## config.mk

```make
export PLATFORM = sky130hd
export DESIGN_NAME = conv_accumulate
export DESIGN_NICKNAME = d
export VERILOG_FILES = /design/src/rtl/cnn_pkg.sv /design/src/rtl/row_sum5.sv /design/src/rtl/conv_accumulate.sv
export SDC_FILE = /design/constraint.sdc
export NUM_CORES = 2
export LEC_CHECK = 0
export ABC_CLOCK_PERIOD_IN_PS = 9200
export CAP_MARGIN = 10
export CORE_AREA = 3 3 334 336
export CTS_BUF_LIST = sky130_fd_sc_hd__clkbuf_16
export CTS_CLUSTER_DIAMETER = 120
export CTS_CLUSTER_SIZE = 14
export DETAILED_ROUTE_END_ITERATION = 12
export DIE_AREA = 0 0 337 339
export GPL_TIMING_DRIVEN = 1
export PLACE_DENSITY_LB_ADDON = 0.12
export SYNTH_ARGS = -nofsm -noshare
export SYNTH_HDL_FRONTEND = slang
export SYNTH_SLANG_ARGS = --single-unit
export TNS_END_PERCENT = 5
```

## constraint.sdc

```tcl
create_clock -name clk -period 9.2 [get_ports clk]
set_clock_uncertainty 0.05 [all_clocks]
set_input_delay 1.38 -clock clk [delete_from_list [all_inputs] [get_ports clk]]
set_output_delay 1.38 -clock clk [all_outputs]
set_load 0.03 [all_outputs]
```

## src/rtl/cnn_pkg.sv

```systemverilog
// Shared constants and helpers for the convolution datapath blocks.
// Provides tap counts, the accumulator width rule and signed saturation.
package cnn_pkg;

  localparam int NUM_TAPS  = 25;
  localparam int ROW_TAPS  = 5;
  localparam int SAT_MAX_W = 128;

  // Five extra bits cover the growth of 25 products plus one bias term.
  function automatic int acc_w(input int in_width);
    return in_width + 5;
  endfunction

  // Clamp a wide signed value into the signed range of out_w bits.
  function automatic logic signed [SAT_MAX_W-1:0] sat_to_width(
    input logic signed [SAT_MAX_W-1:0] val,
    input int                          out_w
  );
    logic signed [SAT_MAX_W-1:0] max_v;
    logic signed [SAT_MAX_W-1:0] min_v;
    max_v = '0;
    max_v[out_w-1] = 1'b1;
    max_v = max_v - SAT_MAX_W'(1);
    min_v = ~max_v;
    if (val > max_v)
      return max_v;
    else if (val < min_v)
      return min_v;
    else
      return val;
  endfunction

endpackage

```

## src/rtl/row_sum5.sv

```systemverilog
// Registered sum of five signed taps, each sign-extended to the accumulator width.
// Loads only when en is high so the surrounding pipeline can stall as a unit.
module row_sum5
  import cnn_pkg::*;
#(
  parameter int IN_WIDTH = 32,
  parameter int ACC_W    = 37
) (
  input  logic                          clk,
  input  logic                          rst,
  input  logic                          en,
  input  logic [IN_WIDTH*ROW_TAPS-1:0]  taps,
  output logic signed [ACC_W-1:0]       sum
);

  logic signed [ACC_W-1:0] sum_next;

  always_comb begin
    sum_next = '0;
    for (int k = 0; k < ROW_TAPS; k++)
      sum_next = sum_next + ACC_W'($signed(taps[IN_WIDTH*k +: IN_WIDTH]));
  end

  always_ff @(posedge clk or posedge rst) begin
    if (rst)
      sum <= '0;
    else if (en)
      sum <= sum_next;
  end

endmodule

```

## src/rtl/conv_accumulate.sv

```systemverilog
// Sums 25 tap products plus bias in a 3-stage stallable pipeline and saturates the result.
// Optional feature macro CONV_ACC_RELU_EN clamps negative outputs to zero after saturation.
module conv_accumulate
  import cnn_pkg::*;
#(
  parameter int IN_WIDTH   = 32,
  parameter int OUT_WIDTH  = 32,
  parameter int BIAS_WIDTH = 16,
  parameter int FMAP_PIX   = 576
) (
  input  logic                          clk,
  input  logic                          rst,
  input  logic [IN_WIDTH*NUM_TAPS-1:0]  prod_in,
  input  logic [BIAS_WIDTH-1:0]         bias,
  input  logic                          in_valid,
  output logic                          in_ready,
  output logic [OUT_WIDTH-1:0]          pixel_out,
  output logic                          out_valid,
  input  logic                          out_ready,
  output logic                          out_last
);

  localparam int ACC_W = acc_w(IN_WIDTH);
  localparam int CNT_W = (FMAP_PIX > 1) ? $clog2(FMAP_PIX) : 1;
  localparam int ROW_W = IN_WIDTH * ROW_TAPS;

  logic                    adv;
  logic                    v1;
  logic                    v2;
  logic signed [ACC_W-1:0] row_sum [ROW_TAPS];
  logic signed [ACC_W-1:0] bias_s1;
  logic signed [ACC_W-1:0] total;
  logic [OUT_WIDTH-1:0]    pixel_next;
  logic [CNT_W-1:0]        pix_cnt;
  logic                    cnt_at_end;

  // Global stall: every stage moves only when the output slot is free or draining.
  assign adv      = out_ready | ~out_valid;
  assign in_ready = adv;

  for (genvar i = 0; i < ROW_TAPS; i++) begin : g_row
    row_sum5 #(
      .IN_WIDTH (IN_WIDTH),
      .ACC_W    (ACC_W)
    ) u_row (
      .clk  (clk),
      .rst  (rst),
      .en   (adv),
      .taps (prod_in[ROW_W*i +: ROW_W]),
      .sum  (row_sum[i])
    );
  end

  always_comb begin
    pixel_next = OUT_WIDTH'(sat_to_width(SAT_MAX_W'(total), OUT_WIDTH));
`ifdef CONV_ACC_RELU_EN
    if (pixel_next[OUT_WIDTH-1])
      pixel_next = '0;
`endif
  end

  always_ff @(posedge clk or posedge rst) begin
    if (rst) begin
      v1        <= 1'b0;
      v2        <= 1'b0;
      out_valid <= 1'b0;
      bias_s1   <= '0;
      total     <= '0;
      pixel_out <= '0;
    end else if (adv) begin
      v1        <= in_valid;
      bias_s1   <= ACC_W'($signed(bias));
      v2        <= v1;
      total     <= row_sum[0] + row_sum[1] + row_sum[2] + row_sum[3] + row_sum[4] + bias_s1;
      out_valid <= v2;
      pixel_out <= pixel_next;
    end
  end

  assign cnt_at_end = (pix_cnt == CNT_W'(FMAP_PIX - 1));
  assign out_last   = out_valid & cnt_at_end;

  // Counts delivered pixels so the last one of each feature map can be flagged.
  always_ff @(posedge clk or posedge rst) begin
    if (rst)
      pix_cnt <= '0;
    else if (out_valid && out_ready)
      pix_cnt <= cnt_at_end ? '0 : pix_cnt + CNT_W'(1);
  end

endmodule
```

; Word level (Yosys, flattened, before mapping)
; Index checks and enable logic that the tools add are counted.
[word_totals]
out_inout_bits = 35
inputBits = 820
regBits = 283
[op_classes]
muxes = 3
n_bitwise = 3
add_sub_neg = 26
reduce_logical = 1
n_lt_le_gt_ge = 2
n_eq_ne = 1
[ops]
columns = cell, n
row1 = 37-bit by 32-bit adder with 37-bit output, 10
row2 = 33-bit by 32-bit adder with 34-bit output, 5
row3 = 32-bit by 32-bit adder with 33-bit output, 5
row4 = 37-bit adder, 4
row5 = 32-bit 2-to-1 mux, 2
row6 = 37-bit by 16-bit adder with 37-bit output, 1
row7 = "37-bit by 32-bit > comparator with 1-bit output, second input constant", 1
row8 = "37-bit by 32-bit less-than comparator with 1-bit output, second input constant", 1
row9 = "10-bit by 1-bit adder with 10-bit output, second input constant", 1
row10 = "10-bit == test, second input constant", 1
row11 = 10-bit 2-to-1 mux, 1
row12 = 1-bit bitwise AND, 1
row13 = 1-bit logical AND, 1
row14 = 1-bit inverter, 1
row15 = 1-bit OR, 1

; Logic depth before layout (Yosys ltp)
[logic_depth]
depth_word = 5
mapped_depth = 29
ltp_nobuf = 28

; By module
; Synthesis repeated with hierarchy kept, for this count alone.
[unflattened]
cells_unflattened = 5106
area_unflattened_um2 = 42157.9
[modules_own_cells]
columns = module, cells_each, instances, area_per_inst_um2
row1 = row_sum5 (g_row[2].u_row ...), 790, 2, 6439.9
row2 = conv_accumulate, 1196, 1, 10099.7
row3 = row_sum5 (g_row[0].u_row), 792, 1, 6487.5
row4 = row_sum5 (g_row[4].u_row), 772, 1, 6371.1
row5 = row_sum5 (g_row[1].u_row), 766, 1, 6319.8

; Worst setup path after synthesis
; OpenSTA, ideal clock, no wires.
[synth_path]
path_kind = in2reg
startpoint = in prod_in[321]
endpoint = reg g_row[2].u_row.sum[36]
stages = 24
required_time_ps = 9055
path_slack_ps = 2410
arrival_ps = 6644
path_buffers = 0
cell_sequence = inv_1 > fa_1 > inv_1 > ha_1 > fa_1 > a21o_1 > a21oi_1 > o21ai_0 > a41oi_1 > a21oi_1 > a21o_1 > a21o_1 > xor2_1 > fa_1 > ha_1 > and2_1 > a221o_1 > a311oi_1 > a31oi_1 > o211ai_1 > nand2_1 > a21oi_1 > nor2b_1 > o31ai_1
[synth_between]
elab_chain_len = 4
[synth_rtl]
columns = element, line
row1 = "start, declared", conv_accumulate.sv:13  ; input logic [IN_WIDTH*NUM_TAPS-1:0] prod_in,
row2 = 32-bit by 32-bit adder with 33-bit output, row_sum5.sv:21  ; sum_next = sum_next + ACC_W'($signed(taps[IN_WIDTH*k +: IN_WIDTH]));
row3 = 33-bit by 32-bit adder with 34-bit output, row_sum5.sv:21
row4 = 37-bit by 32-bit adder with 37-bit output (2 in series), row_sum5.sv:21
row5 = "end signal, assigned", row_sum5.sv:28  ; sum <= sum_next;
row6 = "end, declared", row_sum5.sv:13  ; output logic signed [ACC_W-1:0] sum
; Every way passes these cells.
; A chain may end at the register's enable or synchronous reset.

; Worst setup path after layout
[layout_path]
startpoint = in prod_in[481]
endpoint = reg g_row[3].u_row.sum[34]
[layout_between]
elab_chain_len = 4
[layout_rtl]
columns = element, line
row1 = 32-bit by 32-bit adder with 33-bit output, row_sum5.sv:21
row2 = 33-bit by 32-bit adder with 34-bit output, row_sum5.sv:21
row3 = 37-bit by 32-bit adder with 37-bit output (2 in series), row_sum5.sv:21
row4 = "end signal, assigned", row_sum5.sv:28
row5 = "end, declared", row_sum5.sv:13
; Every way passes these cells.

==> qor.yml <==
critical_path:
  path_class: "in2reg"
  critical_path_arrival_ns: 8.14
  startpoint_type: "input pin"
  worstPathRequired_ns: 9.55
  r2r_cells: 16
  endpoint_kind: "flip-flop"
  rr_endpoint: "total[33]$_DFFE_PP0P_"
  r2r_slack_ns: 3.89
  crit_fanout: 6
  reg2reg_from: "g_row[1].u_row.sum[3]$_DFFE_PP0P_"
yosys:
  synth-edff-count: 0
  synth.largest_area_cell: "fa_1"
  synth_cell_types: 92
  avgSynthCellArea_sq_um: 9.06
  async_reset_ff_frac: 1.00
  synthesis.nets: 5939
  synthTopCellsByArea: "fa_1 (25%), dfrtp_1 (18%), ha_1 (12%)"
  yosys_warnings: 0
  syn_inst: 4270
  syn_area_sq_um: 38700
  synth.yosys.seq_area_share: 0.183
  ys_ff_latch: 283
  synth.top_cell.area_share: 0.250
  ys.flop_type: "dfrtp_1"
placement:
  gp_congestion: 0.916
  post-dp-hpwl_mm: 113
  port_buffers: 854
  dp_slack_ns: 1.01
clock_tree:
  cts_tree: "yes"
  postCtsSetupRepairBufs: 0
  numCtsBuffers: 24
  clk_pin_slew_ns: 0.07
  cts_buffer_depth: 3
  ctsResizeCount: 0
  clockRootBuffer: "clkbuf_16"
  clock_latency_ns: 0.56
  cts.sink_count: 283
  htreeDepth: 1
  cts_hold_buffers: 0
floorplan:
  fp.coreArea_sq_um: 109000
  io_pins: 855
  fp.dieH_microns: 339
  die_area_sq_um: 114000
  die_x_microns: 337
  start_util: 0.356
  rows: 121
timing:
  hold_violations: 0
  fmax_mhz: 128
  setup_ws_ns: 1.41
  worst_slew_pin_slew_ns: 0.950
  setup_viol: 0
  fin_crit_sh: 0.846
  rsz0062_at_grt: "false"
  fin_crit_ns: 7.79
  final_max_slew_viol_count: 0
  slew_headroom: 0.367
  totalNegativeSetupSlack_ns: 0
routing:
  drc: 0
  vias_per_cell: 5.11
  first_pass_iters: 6
  wl_mm: 130
  route.vias.total: 33166
  ant_nets: 0
  drt_iter0_drc: 1917
  wl_per_cell_microns: 20.0
status:
  status: "finished clean"
global_routing:
  overflow: 0
  antenna_found_initial: 22
  grt_max_degree: 156
  grt_pass1_vias: 33753
  grt_first_pass_wirelength_mm: 196
  grt_usage: 0.223
flow_run:
  drv_cap: 0
min_path:
  min_to: "out_valid$_DFFE_PP0P_"
  hp-start: "v2$_DFFE_PP0P_"
  holdCritPathClass: "reg2reg"
  holdPathStages: 1
final_layout:
  nets: 6737
  layout_common_cells: "clkdlybuf4s50_1 (854), fa_1 (483), inv_1 (473)"
  area_growth_pct: 27.8
  final_common_cell: "clkdlybuf4s50_1"
  drive_gt1_frac: 0.0197
## worst max-delay path by stage
stage | from | end | slack [ns] | cells after the start
6_report | prod_in[481] | g_row[3].u_row.sum[34]$_DFFE_PP0P_ | 1.41 | 27
5_1_grt | prod_in[481] | g_row[3].u_row.sum[34]$_DFFE_PP0P_ | 0.99 | 27
4_1_cts | prod_in[481] | g_row[3].u_row.sum[34]$_DFFE_PP0P_ | 1.56 | 27
3_5_place_dp | prod_in[481] | g_row[3].u_row.sum[34]$_DFFE_PP0P_ | 1.01 | 27
3_3_place_gp | prod_in[321] | g_row[2].u_row.sum[32]$_DFFE_PP0P_ | 1.02 | 25
2_1_floorplan | prod_in[321] | g_row[2].u_row.sum[36]$_DFFE_PP0P_ | 2.41 | 24
## synth_stat cells, drive strengths merged, types with 38 or more instances
master,n
inv,474
nor2b,48
a211oi,40
clkbuf,81
dfrtp,283
o21a,44
a31oi,38
o21bai,48
xor2,138
nand2,381
nand4,38
nor2,288
ha,366
xnor2,177
o21ai,282
a21oi,422
a21o,173
nand2b,48
nand3,63
fa,483
## kinds of logic after synthesis
family | share of synthesized area
AO/OA/AOI/OAI | 0.201
AND/OR/NAND/NOR | 0.120
adder cells (fa/ha/maj) | 0.368
buffers and inverters | 0.0553
XOR/XNOR | 0.0713
flip-flops | 0.183
multiplexers | 0.00139
## state kept, by name, summed over array words and instances, names as in the netlist
signal and count:
bias_s1 16, v2 1, pixel_out 32, out_valid 1
g_row.u_row.sum 185, v1 1, total 37, pix_cnt 10
## final cells by class
type	instances	area, sq um
antenna	9	22.5
clock buffer	25	626
clock inverter	3	18.8
fill	10901	59400
inverter	474	1790
multi-input combinational	3418	29500
sequential	283	7080
tap	1414	1770
timing repair buffer	867	8660
## metal layers
layer  wire length (microns)  GRT usage  share of wire  vias up
met5                     137          0         0.0011        -
li1                        -          -              -    16187
met1                   54900      0.288           0.42    16080
met2                   66100      0.402           0.51      769
met4                    2250     0.0349          0.017       18
met3                    6280     0.0291          0.048      112
## worst max-delay path, cell delays in order
cell	delay, ns
clkdlybuf4s50_1	0.45
inv_1	0.05
fa_1	0.53
inv_1	0.05
ha_1	0.21
inv_1	0.09
fa_1	0.21
nor2b_1	0.05
o21ai_0	0.18
a21boi_0	0.16
o31ai_1	0.67
a21boi_0	0.38
a31o_2	0.36
a21o_1	0.18
a21oi_1	0.17
xnor2_1	0.15
fa_1	0.44
ha_1	0.37
a21oi_1	0.23
o21ai_0	0.13
or3_1	0.35
o21ai_0	0.44
a41oi_1	0.27
o211ai_1	0.29
nand2b_1	0.10
xnor2_1	0.14
o21ai_0	0.09
## stage by stage
stage,hold WS [ns],area [sq um],utilization,instances
finish,0.413,49500,0.454,6493
global route,0.451,49500,0.454,6493
CTS,0.416,49400,0.454,6484
detailed placement,0.397,48800,0.448,6456
global placement,0.393,48800,0.448,6456
floorplan,0.380,38700,-,4270
Power is left out: the tool's default activity adds up to more than one toggle a clock period on the data nets, which glitch-free logic cannot reach.
